--- config.mk ---
export PLATFORM = sky130hd
export DESIGN_NAME = midi_rx
export DESIGN_NICKNAME = d
export VERILOG_FILES = /design/src/rtl/midi_rx.sv
export SDC_FILE = /design/constraint.sdc
export NUM_CORES = 1
export LEC_CHECK = 0
export ABC_AREA = 1
export CAP_MARGIN = 25
export CORE_UTILIZATION = 25
export CTS_CLUSTER_SIZE = 30
export DETAILED_ROUTE_END_ITERATION = 10
export HOLD_SLACK_MARGIN = 0.08
export PLACE_DENSITY = 0.37
export SETUP_SLACK_MARGIN = 0.3
export SLEW_MARGIN = 20
export SYNTH_ARGS = -nofsm -noshare
export SYNTH_HDL_FRONTEND = slang
export SYNTH_SLANG_ARGS = --single-unit
export TNS_END_PERCENT = 50
--- constraint.sdc ---
create_clock -name clk_i -period 3.7 [get_ports clk_i]
set_clock_uncertainty 0.05 [all_clocks]
set_input_delay 0.74 -clock clk_i [delete_from_list [all_inputs] [get_ports clk_i]]
set_output_delay 0.74 -clock clk_i [all_outputs]
set_load 0.005 [all_outputs]
--- src/rtl/midi_rx.sv ---
// MIDI receiver front end: UART 8N1 byte recovery plus a running-status parser
// that turns note-on/note-off channel messages into single-cycle event strobes.
module midi_rx #(
    parameter int CLKS_PER_BIT = 320
) (
    input  logic       clk_i,
    input  logic       nrst_i,
    input  logic       rxData_i,
    output logic       noteValid_o,
    output logic       noteOn_o,
    output logic [6:0] note_o,
    output logic [6:0] velocity_o,
    output logic [3:0] channel_o,
    output logic       frameErr_o
);

    localparam int CNT_W = $clog2(CLKS_PER_BIT);
    localparam logic [CNT_W-1:0] HALF_M1 = CNT_W'(CLKS_PER_BIT / 2 - 1);
    localparam logic [CNT_W-1:0] FULL_M1 = CNT_W'(CLKS_PER_BIT - 1);

    localparam logic [2:0] ST_IDLE      = 3'd0;
    localparam logic [2:0] ST_START     = 3'd1;
    localparam logic [2:0] ST_DATA      = 3'd2;
    localparam logic [2:0] ST_STOP      = 3'd3;
    localparam logic [2:0] ST_WAIT_HIGH = 3'd4;

    logic             sync1_q, rx_s_q;
    logic [2:0]       state_q, state_d;
    logic [CNT_W-1:0] cnt_q, cnt_d;
    logic [2:0]       bit_q, bit_d;
    logic [7:0]       shift_q, shift_d;
    logic             byte_stb;
    logic             frame_err_d, frame_err_q;

    // Running status keeps bit 7 set while valid, so zero means "none".
    logic [7:0]       rs_q, rs_d;
    logic             idx_q, idx_d;
    logic [6:0]       note_byte_q, note_byte_d;

    logic             note_valid_q, note_valid_d;
    logic             note_on_q, note_on_d;
    logic [6:0]       note_q, note_d;
    logic [6:0]       vel_q, vel_d;
    logic [3:0]       chan_q, chan_d;

    always_comb begin
        state_d     = state_q;
        cnt_d       = cnt_q;
        bit_d       = bit_q;
        shift_d     = shift_q;
        byte_stb    = 1'b0;
        frame_err_d = 1'b0;
        unique case (state_q)
            ST_IDLE: begin
                if (!rx_s_q) begin
                    state_d = ST_START;
                    cnt_d   = '0;
                end
            end
            ST_START: begin
                if (cnt_q == HALF_M1) begin
                    cnt_d = '0;
                    if (rx_s_q) begin
                        state_d = ST_IDLE;
                    end else begin
                        state_d = ST_DATA;
                        bit_d   = 3'd0;
                    end
                end else begin
                    cnt_d = cnt_q + 1'b1;
                end
            end
            ST_DATA: begin
                if (cnt_q == FULL_M1) begin
                    cnt_d   = '0;
                    shift_d = {rx_s_q, shift_q[7:1]};
                    if (bit_q == 3'd7) begin
                        state_d = ST_STOP;
                    end else begin
                        bit_d = bit_q + 3'd1;
                    end
                end else begin
                    cnt_d = cnt_q + 1'b1;
                end
            end
            ST_STOP: begin
                if (cnt_q == FULL_M1) begin
                    cnt_d = '0;
                    if (rx_s_q) begin
                        byte_stb = 1'b1;
                        state_d  = ST_IDLE;
                    end else begin
                        frame_err_d = 1'b1;
                        state_d     = ST_WAIT_HIGH;
                    end
                end else begin
                    cnt_d = cnt_q + 1'b1;
                end
            end
            ST_WAIT_HIGH: begin
                if (rx_s_q) begin
                    state_d = ST_IDLE;
                end
            end
            default: begin
                state_d = ST_IDLE;
            end
        endcase
    end

    always_comb begin
        rs_d         = rs_q;
        idx_d        = idx_q;
        note_byte_d  = note_byte_q;
        note_valid_d = 1'b0;
        note_on_d    = note_on_q;
        note_d       = note_q;
        vel_d        = vel_q;
        chan_d       = chan_q;
        if (byte_stb) begin
            if (shift_q[7]) begin
                if (shift_q[7:3] == 5'b11111) begin
                    // Realtime bytes may sit between data bytes; leave parser untouched.
                    rs_d = rs_q;
                end else if (shift_q[7:4] == 4'hF) begin
                    rs_d  = 8'h00;
                    idx_d = 1'b0;
                end else begin
                    rs_d  = shift_q;
                    idx_d = 1'b0;
                end
            end else if (rs_q[7]) begin
                unique case (rs_q[6:4])
                    3'b000, 3'b001: begin
                        if (!idx_q) begin
                            note_byte_d = shift_q[6:0];
                            idx_d       = 1'b1;
                        end else begin
                            note_valid_d = 1'b1;
                            note_d       = note_byte_q;
                            vel_d        = shift_q[6:0];
                            chan_d       = rs_q[3:0];
                            note_on_d    = rs_q[4] && (shift_q[6:0] != 7'd0);
                            idx_d        = 1'b0;
                        end
                    end
                    3'b100, 3'b101: begin
                        idx_d = 1'b0;
                    end
                    default: begin
                        idx_d = ~idx_q;
                    end
                endcase
            end
        end
    end

    always_ff @(posedge clk_i or negedge nrst_i) begin
        if (!nrst_i) begin
            sync1_q      <= 1'b1;
            rx_s_q       <= 1'b1;
            state_q      <= ST_IDLE;
            cnt_q        <= '0;
            bit_q        <= 3'd0;
            frame_err_q  <= 1'b0;
            rs_q         <= 8'h00;
            idx_q        <= 1'b0;
            note_valid_q <= 1'b0;
            note_on_q    <= 1'b0;
            note_q       <= 7'd0;
            vel_q        <= 7'd0;
            chan_q       <= 4'd0;
        end else begin
            sync1_q      <= rxData_i;
            rx_s_q       <= sync1_q;
            state_q      <= state_d;
            cnt_q        <= cnt_d;
            bit_q        <= bit_d;
            frame_err_q  <= frame_err_d;
            rs_q         <= rs_d;
            idx_q        <= idx_d;
            note_valid_q <= note_valid_d;
            note_on_q    <= note_on_d;
            note_q       <= note_d;
            vel_q        <= vel_d;
            chan_q       <= chan_d;
        end
    end

    // Pure datapath holding registers; their contents only matter once qualified.
    always_ff @(posedge clk_i) begin
        shift_q     <= shift_d;
        note_byte_q <= note_byte_d;
    end

    assign noteValid_o = note_valid_q;
    assign noteOn_o    = note_on_q;
    assign note_o      = note_q;
    assign velocity_o  = vel_q;
    assign channel_o   = chan_q;
    assign frameErr_o  = frame_err_q;

endmodule

## Yosys cells after proc, flatten, opt, wreduce, memory -nomap -nowiden

Cells that the tools add are included.

- Input bits: 3
- Memory bits (read-only): 0
- Register bits after elaboration: 62
- Output and inout bits: 21
- Latch bits: 0
- Logic and storage cells: 94
- RAM bits: 0
- Memories kept: 0

- Div/mod/pow operators: 0
- Bitwise gates (word level): 3
- Muxes and demuxes: 35
- Magnitude comparators: 0
- Multipliers: 0
- Shift operators: 0
- Equality and inequality tests: 21
- Reductions and logical operators: 18
- Add/sub/neg operators: 2

Operators by type and width:

| cell | number |
|---|---|
| $mux 3 | 11 |
| $mux 9 | 3 |
| $pmux 9 s3 | 1 |
| $ne 2x2->1 const B | 9 |
| $mux 1 | 15 |
| $pmux 3 s5 | 1 |
| $reduce_and 5->1 | 3 |
| $eq 3x3->1 const B | 4 |
| $add 9x1->9 const B | 1 |
| $eq 9x8->1 const B | 1 |
| $eq 9x9->1 const B | 1 |
| $mux 8 | 1 |
| $reduce_bool 7->1 | 1 |
| $eq 3x1->1 const B | 2 |
| $eq 3x2->1 const B | 2 |
| $logic_not 3->1 | 2 |
| $pmux 3 s2 | 1 |
| $reduce_and 3->1 | 2 |
| $reduce_and 6->1 | 1 |
| $reduce_or 2->1 | 3 |
| $eq 5x5->1 const B | 1 |
| $eq 4x4->1 const B | 1 |
| $reduce_and 2->1 | 2 |
| $reduce_bool 2->1 | 2 |
| other kinds (6) | 8 |

## Logic depth before layout (Yosys ltp)

Gate-level depths: netlist (run 1).

- Depth after elaboration: 6
- Depth in mapped cells: 10
- Mapped depth without buffers: 9

## Worst setup path before layout (run 1)

OpenSTA, ideal clock, no wires.

- Path kind: reg2reg
- Start point: register cnt_q[0]
- End point: register note_byte_q[0] (enable)
- Setup slack: 1.723 ns
- Buffers on the path: 0
- Arrival time: 1.547 ns
- Setup time: 0.380 ns
- Cell stages (with the launch flop): 8
- Data required time: 3.270 ns
- Period minus slack after synthesis: 1.977 ns
- Path through: dfrtp_1 ha_1 nand2_1 inv_1 nand3_1 nor2_1 nand2_1 nor3_1

- Cells in the longest elaborated chain, start to end: 4

RTL lines:

| element | RTL line | RTL |
|---|---|---|
| from (decl) | 29 | `logic [CNT_W-1:0] cnt_q, cnt_d;` |
| from (signal assigned) | 177 | `cnt_q <= cnt_d;` |
| $eq 9x9->1 | 87 | `if (cnt_q == FULL_M1) begin` |
| $mux 1 | 87 |  |
| $mux 1 | 53 | `unique case (state_q)` |
| $reduce_and 5->1 (no line) | -- |  |
| to (signal assigned) | 193 | `note_byte_q <= note_byte_d;` |
| to (decl) | 38 | `logic [6:0] note_byte_q, note_byte_d;` |

Every way passes these cells.
A chain may end at the register's enable or synchronous reset.

## Final worst setup path (run 1)

- Start point: register cnt_q[0]
- End point: register note_byte_q[3] (enable)

The elaborated chain is that of the path after synthesis.

==> results of run 1 <==
## registers in the layout, indices dropped and copies added (netlist names), 3 cells and up
name,cells
state_q,3
note_byte_q,7
cnt_q,9
shift_q,8
rs_q,8
velocity_o,7
bit_q,3
channel_o,4
note_o,7
## cell families after synthesis
group | share of synthesized area, %
and+or+nand+nor | 28.1
DFF | 54.3
buffers and inverters | 12.5
AOI/OAI and AO/OA | 2.71
xor gates and xnor gates | 1.17
adders and majority gates | 1.25
## layout make-up
class | instances | area share (%)
Clock buffer | 10 | 6.49
Clock inverter | 6 | 1.90
Inverter | 82 | 8.36
Multi-Input combinational cell | 206 | 27.1
Sequential cell | 62 | 44.2
Tap cell | 143 | 4.86
Timing Repair Buffer | 28 | 7.07
## routing by layer
metal / GRT usage, % / vias to the layer above / share of wire [%]
met5: 0 / - / 0
met4: 5.68 / 0 / 1.8
met3: 3.38 / 10 / 3.4
met2: 18.3 / 35 / 46
met1: 14.8 / 981 / 49
li1: - / 1173 / -
## path summary, 6_finish.rpt
check,to,start
min reg2reg,rx_s_q$_DFF_PN1_,sync1_q$_DFF_PN1_
min in group clk_i,rx_s_q$_DFF_PN1_,sync1_q$_DFF_PN1_
max,note_byte_q[3]$_DFFE_PP_,cnt_q[0]$_DFFE_PN0P_
max reg2reg,note_byte_q[3]$_DFFE_PP_,cnt_q[0]$_DFFE_PN0P_
max in group asynchronous,bit_q[1]$_DFFE_PN0P_,nrst_i
min,note_o[3]$_DFFE_PN0P_,nrst_i
## worst max-delay path: cells and delay by family (launching register included)
kind                     cells  cell delay (ns)
AND/OR/NAND/NOR              5             0.84
flip-flops                   1             0.39
buffers and inverters        2             0.37
adder cells (fa/ha/maj)      1             0.18
## metrics by stage
stage / hold slack [ns] / instances / total power (µW) / cell area (µm²)
final: 0.306 / 537 / 1570 / 3680
after global routing: 0.313 / 537 / 1630 / 3680
after CTS: 0.308 / 536 / 1610 / 3680
after detailed placement: 0.298 / 520 / 731 / 3370
after global placement: 0.297 / 520 / 731 / 3370
after floorplan: 0.295 / 358 / 716 / 3000
## power groups by stage
| stage | combinational [µW] | sequential, µW | clock [µW] |
|---|---|---|---|
| 6_report | 14.7 | 702 | 857 |
| 3_5_place_dp | 16.2 | 715 | 0 |
| 5_1_grt | 17.7 | 702 | 915 |
| 2_1_floorplan | 1.57 | 714 | 0 |
| 4_1_cts | 16.3 | 702 | 889 |
| 3_3_place_gp | 16.3 | 715 | 0 |
## cell usage in the layout, fill, tap and decap left out, drive strengths merged, types with 6 or more instances in the layout
cell / synthesis / final
a21oi: 6 / 6
clkbuf: 0 / 11
clkdlybuf4s50: 0 / 22
dfrtp: 45 / 45
edfxtp: 15 / 15
inv: 82 / 83
nand2: 101 / 101
nand3: 21 / 21
nand4: 25 / 25
nor2: 32 / 32
==> impl_metrics.csv, run 1 <==
group,metric,value,unit
outcome,failed_checks,"DRC",
pwr,ir_drop,0.233,mV
floorplanning,die_w,112,µm
logic_synthesis,synthFlopType,"dfrtp_1",
route,routed-via-count,2199,
setup_path,required,3.69,ns
clock_network,clock-sinks,62,
clock_network,htreeDepth,3,
timing,setup_tns,0,ns
global_route,groute.usage.overall,11.7,%
placement,dp_slack,1.32,ns
pwr,p_per_area,427,mW/mm²
setup_path,crit_path_frequent_cell,"nand2_1",
floorplanning,io_pins,24,
placement,dp_hpwl,4.43,mm
floorplanning,core,0.0116,mm²
logic_synthesis,synth_area,0.00300,mm²
logic_synthesis,synth_seq_cells,62,
outcome,status,"finished, violations left",
clock_network,tritoncts.num_buffers,9,
route,avgViaCountPerCell,4.09,
setup_path,crit_slowest_cell,"dfrtp_1",
floorplanning,start_util,26.0,%
clock_network,cts_buffer_depth,2,
timing,slew_headroom,55.0,%
finish,multiInputGateArea,998,µm²
setup_path,arrival,2.12,ns
finish,diodes,0,
logic_synthesis,synth_area_leaders,"dfrtp_1 (38%), edfxtp_1 (15%), nand2_1 (12%)",
floorplanning,rows,39,
pwr,p_clk_share,54.5,%
global_route,first_global_vias,2173,
finish,nets,395,
pwr,cellLeakagePower,0.00185,µW
global_route,grt_first_pass_wirelength,11.1,mm
logic_synthesis,syn-num-nets,364,
global_route,antenna_found_initial,0,
finish,ff_latch_area,0.00163,mm²
timing,post-route-min-period,2.13,ns
setup_path,crit_path_max_incr_delay,0.39,ns
clock_network,clk_pin_slew,0.06,ns
clock_network,cts_resized,0,
setup_path,reg2reg_setup_slack,1.57,ns
pwr,intPower,1250,µW
setup_path,reg2reg_depth,8,
timing,slew_violations,0,
setup_path,critical_path.cell_chain,"ha_1 -> nand2_1 -> inv_1 -> nand3_1 -> nor2_1 -> nand2_1 -> nor3_1 -> clkbuf_2",
placement,place.gp.congestion,0.788,
route,dr.pass1.iters,7,
clock_network,post_cts_buffers,0,
finish,area_growth,22.7,%
global_route,grt_start_max_net_pins,30,
pwr,netSwitchingPower,329,µW
timing,worst_pin_slew,0.673,ns
logic_synthesis,synth_top_area_cell,"dfrtp_1",
timing,layout_worst_path_cycle_share,57.6,%
finish,final_util,31.9,%
floorplanning,die_h,112,µm
timing,final_hold_viol_count,0,
run,maxCapViolCount,0,
logic_synthesis,yosys_warnings,0,
clock_network,root_buffer,"clkbuf_16",
pwr,p_comb_share,0.9,%
clock_network,post_cts_hold_buffer_count,0,
floorplanning,design.die.area,0.0124,mm²
setup_path,crit_path_end_kind,"register",
logic_synthesis,syn_inst,358,
pwr,seq_power_share,44.6,%
timing,finalSetupViolCount,0,
logic_synthesis,synth-async-reset-ratio,75.8,%
setup_path,worstPathMaxFanout,5,
clock_network,cts_tree,"yes",
logic_synthesis,synth_top_area_share,37.5,%
route,drt_iter0_drc,101,
route,routed_wl,6.45,mm
timing,rsz0062_at_grt,"no",
route,drc,3,
logic_synthesis,synth.avg_cell_area,8.38,µm²
setup_path,critPathLaunchType,"register",
finish,final_layout_size_suffix_gt1_share,9.90,%
route,wl_per_cell,12.0,µm
logic_synthesis,ys_top_cells_by_count,"nand2_1 (99), inv_1 (78), dfrtp_1 (45)",
timing,layout_setup_ws,1.57,ns
pwr,swShare,20.9,%
min_path,hold_path.class,"primary input to asynchronous set/reset pin",
placement,io_buffers,23,
logic_synthesis,synth_edf_count,15,
logic_synthesis,yosysSeqAreaShare,54.3,%
logic_synthesis,synth.most_common_cell,"nand2_1",
timing,fmax,469,MHz
global_route,grt-ovfl-total,0,
route,ant_nets,0,
logic_synthesis,synth_cell_type_count,28,
setup_path,crit_type,"register to register",
finish,fill_cells,1235,
clock_network,clock_latency,0.33,ns
No activity file was read; power rests on OpenSTA's default activity.
==> run 2, diff against run 1 <==
- clock period: 3.7 -> 2 ns (I/O delays scaled with it)
==> run 2 against run 1 <==
Net effect: the run still ends with DRC left; total power up 90%; global-route usage grew 0.37 points; flip-flop and latch count is the same; utilization grew 2.9 points; sequential power is 85% higher; worst hold slack worse by 0.00089 ns; clock power up 94%; critical path depth is 7 lower; die area unchanged; count of clock-buffer cells in the layout unchanged; first-iteration DRC count grew 8.9%; largest cell class unchanged.
==> impl_metrics.csv, run 2 (synthesis gave the netlist of run 1 again) <==
group,metric,value,unit
floorplanning,start_util,26.0,%
global_route,grt-ovfl-total,0,
timing,layout_worst_path_cycle_share,82.0,%
floorplanning,die_h,112,µm
timing,layout_setup_ws,0.360,ns
finish,largest_register_ffs,9,
finish,ff_latch_area,0.00163,mm²
setup_path,r2r-end,"note_byte_q[5]$_DFFE_PP_",
route,dr.pass1.iters,9,
setup_path,critical_path.cell_chain,"clkdlybuf4s50_1",
clock_network,cts_tree,"yes",
timing,holdWs,0.305,ns
timing,worst_pin_slew,0.503,ns
timing,finalSetupViolCount,0,
setup_path,critPathLaunchType,"register",
run,maxCapViolCount,0,
floorplanning,die_w,112,µm
setup_path,worstPathMaxFanout,2,
finish,regMostFlops,"cnt_q",
finish,top_regs,"cnt_q (9), rs_q (8), shift_q (8)",
setup_path,reg2reg_depth,8,
route,ant_nets,0,
placement,dp_slack,0.0842,ns
route,wl_per_cell,12.7,µm
route,avgViaCountPerCell,4.25,
route,drt_iter0_drc,110,
setup_path,required,1.55,ns
finish,final_layout_size_suffix_gt1_share,16.3,%
finish,finalNonFillerCells,555,
global_route,grt_start_max_net_pins,29,
floorplanning,rows,39,
placement,dp_cells,526,
timing,setup_tns,0,ns
setup_path,crit_buf_inv,1,
pwr,p_per_area,743,mW/mm²
global_route,antenna_found_initial,0,
finish,multiInputGateArea,0.00113,mm²
setup_path,crit_type,"register to primary output",
clock_network,htreeDepth,3,
finish,final_common_cell,"nand2_1",
placement,io_buffers,23,
finish,diodes,0,
global_route,groute.usage.overall,12.0,%
timing,post-route-min-period,1.64,ns
setup_path,r2r_start,"cnt_q[1]$_DFFE_PN0P_",
setup_path,crit_path_end_kind,"primary output",
setup_path,reg2reg_setup_slack,0.38,ns
setup_path,crit_family,"buffers and inverters",
timing,final_hold_viol_count,0,
timing,rsz0062_at_grt,"yes",
setup_path,arrival,1.19,ns
route,routed_wl,7.03,mm
timing,fmax,610,MHz
placement,dp_hpwl,4.57,mm
outcome,failed_checks,"DRC",
setup_path,crit_slowest_cell,"clkdlybuf4s50_1",
pwr,cellLeakagePower,0.00197,µW
finish,fill_cells,1220,
global_route,first_global_vias,2352,
clock_network,root_buffer,"clkbuf_16",
pwr,totalPowerFinal,2990,µW
clock_network,tritoncts.num_buffers,9,
placement,place.gp.congestion,0.791,
floorplanning,design.die.area,0.0124,mm²
finish,final_cell_mix,"nand2_1 (95), inv_1 (76), dfrtp_1 (45), nor2_1 (25), nand4_1 (25)",
global_route,grt_first_pass_wirelength,11.6,mm
setup_path,crit_path_max_incr_delay,0.50,ns
min_path,min_to,"rx_s_q$_DFF_PN1_",
timing,slew_violations,0,
clock_network,clock-sinks,62,
finish,nets,413,
clock_network,clock_latency,0.33,ns
timing,slew_headroom,66.5,%
min_path,hold_path.class,"register to register",
floorplanning,core,0.0116,mm²
clock_network,cts_buffer_depth,2,
pwr,ir_drop,0.733,mV
min_path,min_delay_path_depth,0,
route,drc,3,
outcome,status,"finished, violations left",
floorplanning,io_pins,24,
finish,area_growth,34.0,%
min_path,min_from,"sync1_q$_DFF_PN1_",
route,routed-via-count,2360,
clock_network,clk_pin_slew,0.06,ns
==> run 2: cell types whose count changed in the layout (fill, tap and decap cells not counted), sizes merged <==
cell,previous run,this run
nand3,21,24
bufinv,1,2
inv,83,82
buf,5,19
dlygate4sd3,0,1
==> run 2: what timing repair did <==
| item | 4_1_cts | 5_1_grt |
|---|---|---|
| buffers inserted | 3 | 5 |
| resized for setup | 10 | 18 |
| cloned | 0 | 4 |
| hold endpoints to repair | 17 | 0 |
| hold buffers | 1 | 0 |
| pin swaps | 2 | 7 |
| endpoints found under the setup margin | 32 | 37 |
==> run 2: routing by layer <==
| layer | vias up | routed length, µm | GRT usage [%] |
|---|---|---|---|
| li1 | 1217 | - | - |
| met1 | 1084 | 3350 | 14.9 |
| met2 | 43 | 3300 | 19.5 |
| met3 | 16 | 235 | 4.14 |
| met4 | 0 | 147 | 4.32 |
| met5 | - | 0 | 0 |
==> run 2: layout make-up <==
class                           instances  share of cell area, %
Clock inverter                          6                   2.15
Timing Repair Buffer                   43                   11.4
Clock buffer                           10                   5.69
Tap cell                              143                   4.45
Inverter                               82                   7.65
Sequential cell                        62                   40.5
Multi-Input combinational cell        209                   28.2
==> run 2: where the power goes <==
part / switching, µW / internal, µW / leakage (µW) / total (µW)
Sequential: 3.07 / 1300 / 0.000770 / 1300
Combinational: 22.8 / 8.53 / 0.00106 / 31.3
Clock: 571 / 1090 / 0.000142 / 1660
==> run 2: how the worst max path moves through the flow <==
stage	from	end	slack, ns	depth (start not counted)
floorplan	cnt_q[0]$_DFFE_PN0P_	note_byte_q[0]$_DFFE_PP_	0.33	7
global placement	cnt_q[0]$_DFFE_PN0P_	note_byte_q[3]$_DFFE_PP_	0.1	7
detailed placement	cnt_q[0]$_DFFE_PN0P_	note_byte_q[3]$_DFFE_PP_	0.08	7
CTS	cnt_q[0]$_DFFE_PN0P_	note_byte_q[5]$_DFFE_PP_	0.30	8
global route	cnt_q[1]$_DFFE_PN0P_	noteOn_o$_DFFE_PN0P_	0.29	10
finish	velocity_o[3]$_DFFE_PN0P_	velocity_o[3]	0.36	1
==> run 2: metrics by stage <==
stage          util, %  area, µm²
2_1_floorplan        -       3010
3_3_place_gp      29.7       3440
3_5_place_dp      29.7       3440
4_1_cts           33.1       3830
5_1_grt           34.8       4020
6_report          34.8       4020
==> run 2: worst register-to-register path: cells and delay by family, from the launching register on <==
kind,cells,cell delay (ns)
fa+ha+maj,1,0.21
buf+inv,2,0.22
flops,1,0.35
simple gates,5,0.51
==> run 3, diff against run 2 <==
- clock period: 2 -> 1.53 ns (I/O delays scaled with it)
==> run 3 against run 2 <==
Net effect: the run ends with DRC, setup timing left; sequential power is 31% higher; combinational power is 59% higher; non-clock buffer count is 31 higher; final area is 4.9% higher; critical endpoint is now note_byte_q[0]$_DFFE_PP_; worst setup slack worse by 0.40 ns; via count is 1.8% higher; worst hold slack better by 0.0021 ns; critical path type is now register to register; register-to-register slack worse by 0.42 ns; count of clock-buffer cells in the layout stayed put; largest power group unchanged.
==> impl_metrics.csv, run 3 (synthesis gave the netlist of run 1 again) <==
group,metric,value,unit
route,wl_per_cell,11.9,µm
floorplanning,die_h,112,µm
pwr,ir_drop,0.513,mV
setup_path,arrival,1.57,ns
setup_path,required,1.52,ns
setup_path,reg2reg_depth,8,
global_route,grt-ovfl-total,0,
setup_path,crit_type,"register to register",
timing,layout_worst_path_cycle_share,103,%
outcome,failed_checks,"DRC, setup timing",
timing,post-route-min-period,1.57,ns
clock_network,clock_latency,0.33,ns
route,wl_met2,3.45,mm
route,routed-via-count,2402,
clock_network,clock-sinks,62,
clock_network,clk_pin_slew,0.05,ns
route,routed_wl,6.97,mm
timing,setup_tns,-0.314,ns
finish,final_cell_mix,"nand2_1 (85), inv_1 (76), dfrtp_1 (45), buf_4 (40), nand4_1 (25)",
min_path,min_delay_path_depth,0,
setup_path,worstPathMaxFanout,7,
route,avgViaCountPerCell,4.11,
pwr,cellLeakagePower,0.00219,µW
clock_network,tritoncts.num_buffers,9,
clock_network,cts_buffer_depth,2,
route,ant_nets,0,
floorplanning,rows,39,
finish,final_util,36.5,%
pwr,intPower,3130,µW
timing,slew_violations,0,
setup_path,crit_path_end_kind,"register",
setup_path,crit_path_max_incr_delay,0.38,ns
timing,layout_setup_ws,-0.0443,ns
timing,fmax,635,MHz
finish,final_common_cell,"nand2_1",
pwr,p_comb_share,1.3,%
clock_network,htreeDepth,3,
pwr,swShare,20.1,%
placement,dp_slack,-0.116,ns
route,wl_met1,3.17,mm
global_route,groute.usage.overall,12.5,%
floorplanning,design.die.area,0.0124,mm²
finish,final_layout_size_suffix_gt1_share,31.7,%
timing,slew_headroom,81.8,%
timing,worst_pin_slew,0.274,ns
route,dr.pass1.iters,9,
pwr,netSwitchingPower,786,µW
clock_network,cts_tree,"yes",
run,maxCapViolCount,0,
floorplanning,core,0.0116,mm²
pwr,seq_power_share,43.3,%
pwr,p_clk_share,55.4,%
setup_path,critical_path.cell_chain,"ha_4 -> nand2_4 -> inv_4 -> nand3_2 -> nor2_1 -> nand2_1 -> nor3_4 -> buf_6",
finish,regMostFlops,"cnt_q",
finish,nets,442,
route,wl_met3,247,µm
setup_path,critPathLaunchType,"register",
route,drt_iter0_drc,77,
pwr,p_per_area,929,mW/mm²
placement,io_buffers,23,
outcome,status,"finished, violations left",
route,top_layer,"met4",
timing,finalSetupViolCount,10,
global_route,antenna_found_initial,0,
floorplanning,io_pins,24,
setup_path,crit_slowest_cell,"dfrtp_1",
global_route,grt_first_pass_wirelength,12.0,mm
min_path,hold_path.class,"register to register",
timing,rsz0062_at_grt,"yes",
route,drc,6,
floorplanning,start_util,26.0,%
floorplanning,die_w,112,µm
global_route,first_global_vias,2370,
finish,area_growth,40.5,%
global_route,grt_start_max_net_pins,48,
placement,dp_hpwl,4.71,mm
finish,diodes,0,
timing,final_hold_viol_count,0,
finish,top_regs,"cnt_q (9), rs_q (8), shift_q (8)",
clock_network,root_buffer,"clkbuf_16",
finish,largest_register_ffs,9,
placement,place.gp.congestion,0.762,
[run 3: cell types whose count changed in the layout (fill, tap and decap cells not counted), sizes merged]
| cell | delta |
|---|---|
| clkinvlp | -2 |
| clkdlybuf4s50 | -21 |
| clkbuf | -1 |
| clkinv | +2 |
| nand3 | -2 |
| buf | +53 |
[run 3: layout make-up]
type / instances / area [µm²]
fillers: 1199 / 7350
flip-flops and latches: 62 / 1630
multi-input cells: 207 / 1210
repair buffers: 74 / 578
inverters: 82 / 310
clock buffers: 10 / 229
well taps: 143 / 179
clock inverters: 6 / 86.3
[run 3: per-layer routing]
metal | vias to the layer above | track usage, %
met5 | - | 0
met4 | 0 | 5.14
met3 | 7 | 3.70
met2 | 33 | 21.4
met1 | 1096 | 14.6
li1 | 1266 | -
[run 3: path summary, 6_finish.rpt]
| check | startpoint | slack (ns) | endpoint |
|---|---|---|---|
| max | cnt_q[0]$_DFFE_PN0P_ | -0.04 | note_byte_q[0]$_DFFE_PP_ |
| min | sync1_q$_DFF_PN1_ | 0.31 | rx_s_q$_DFF_PN1_ |
| max reg2reg | cnt_q[0]$_DFFE_PN0P_ | -0.04 | note_byte_q[0]$_DFFE_PP_ |
| min reg2reg | sync1_q$_DFF_PN1_ | 0.31 | rx_s_q$_DFF_PN1_ |
| max in group asynchronous | nrst_i | 0.69 | rx_s_q$_DFF_PN1_ |
| min in group asynchronous | nrst_i | 0.45 | note_o[2]$_DFFE_PN0P_ |
[run 3: power groups by stage]
stage                     sequential [µW]  combinational (µW)  clock (µW)
after global routing                 1700                58.0        2300
final                                1700                49.7        2170
after CTS                            1700                53.5        2250
after global placement               1730                48.0           0
after floorplan                      1730                3.80           0
after detailed placement             1730                48.0           0
[run 3: repair_timing]
action,CTS,global route
gates resized for setup,105,30
setup endpoints to repair,81,62
setup buffers,6,3
hold buffers,1,0
hold endpoints to repair,45,0
pin swaps,11,10
gates cloned,0,1
[run 3: metrics by stage]
stage               std cells  area (µm²)  power [µW]  hold WS, ns
global route              584        4220        4050        0.309
floorplan                 358        3030        1730      -0.0396
global placement          557        3720        1770        0.274
CTS                       580        4080        4000        0.309
finish                    584        4220        3920        0.308
detailed placement        557        3720        1770        0.275
[run 3: worst max-delay path, delay by kind of cell (launching register included)]
kind | cells | cell delay, ns
AND/OR/NAND/NOR | 5 | 0.49
flip-flops | 1 | 0.38
buffers and inverters | 2 | 0.21
adder cells (fa/ha/maj) | 1 | 0.16
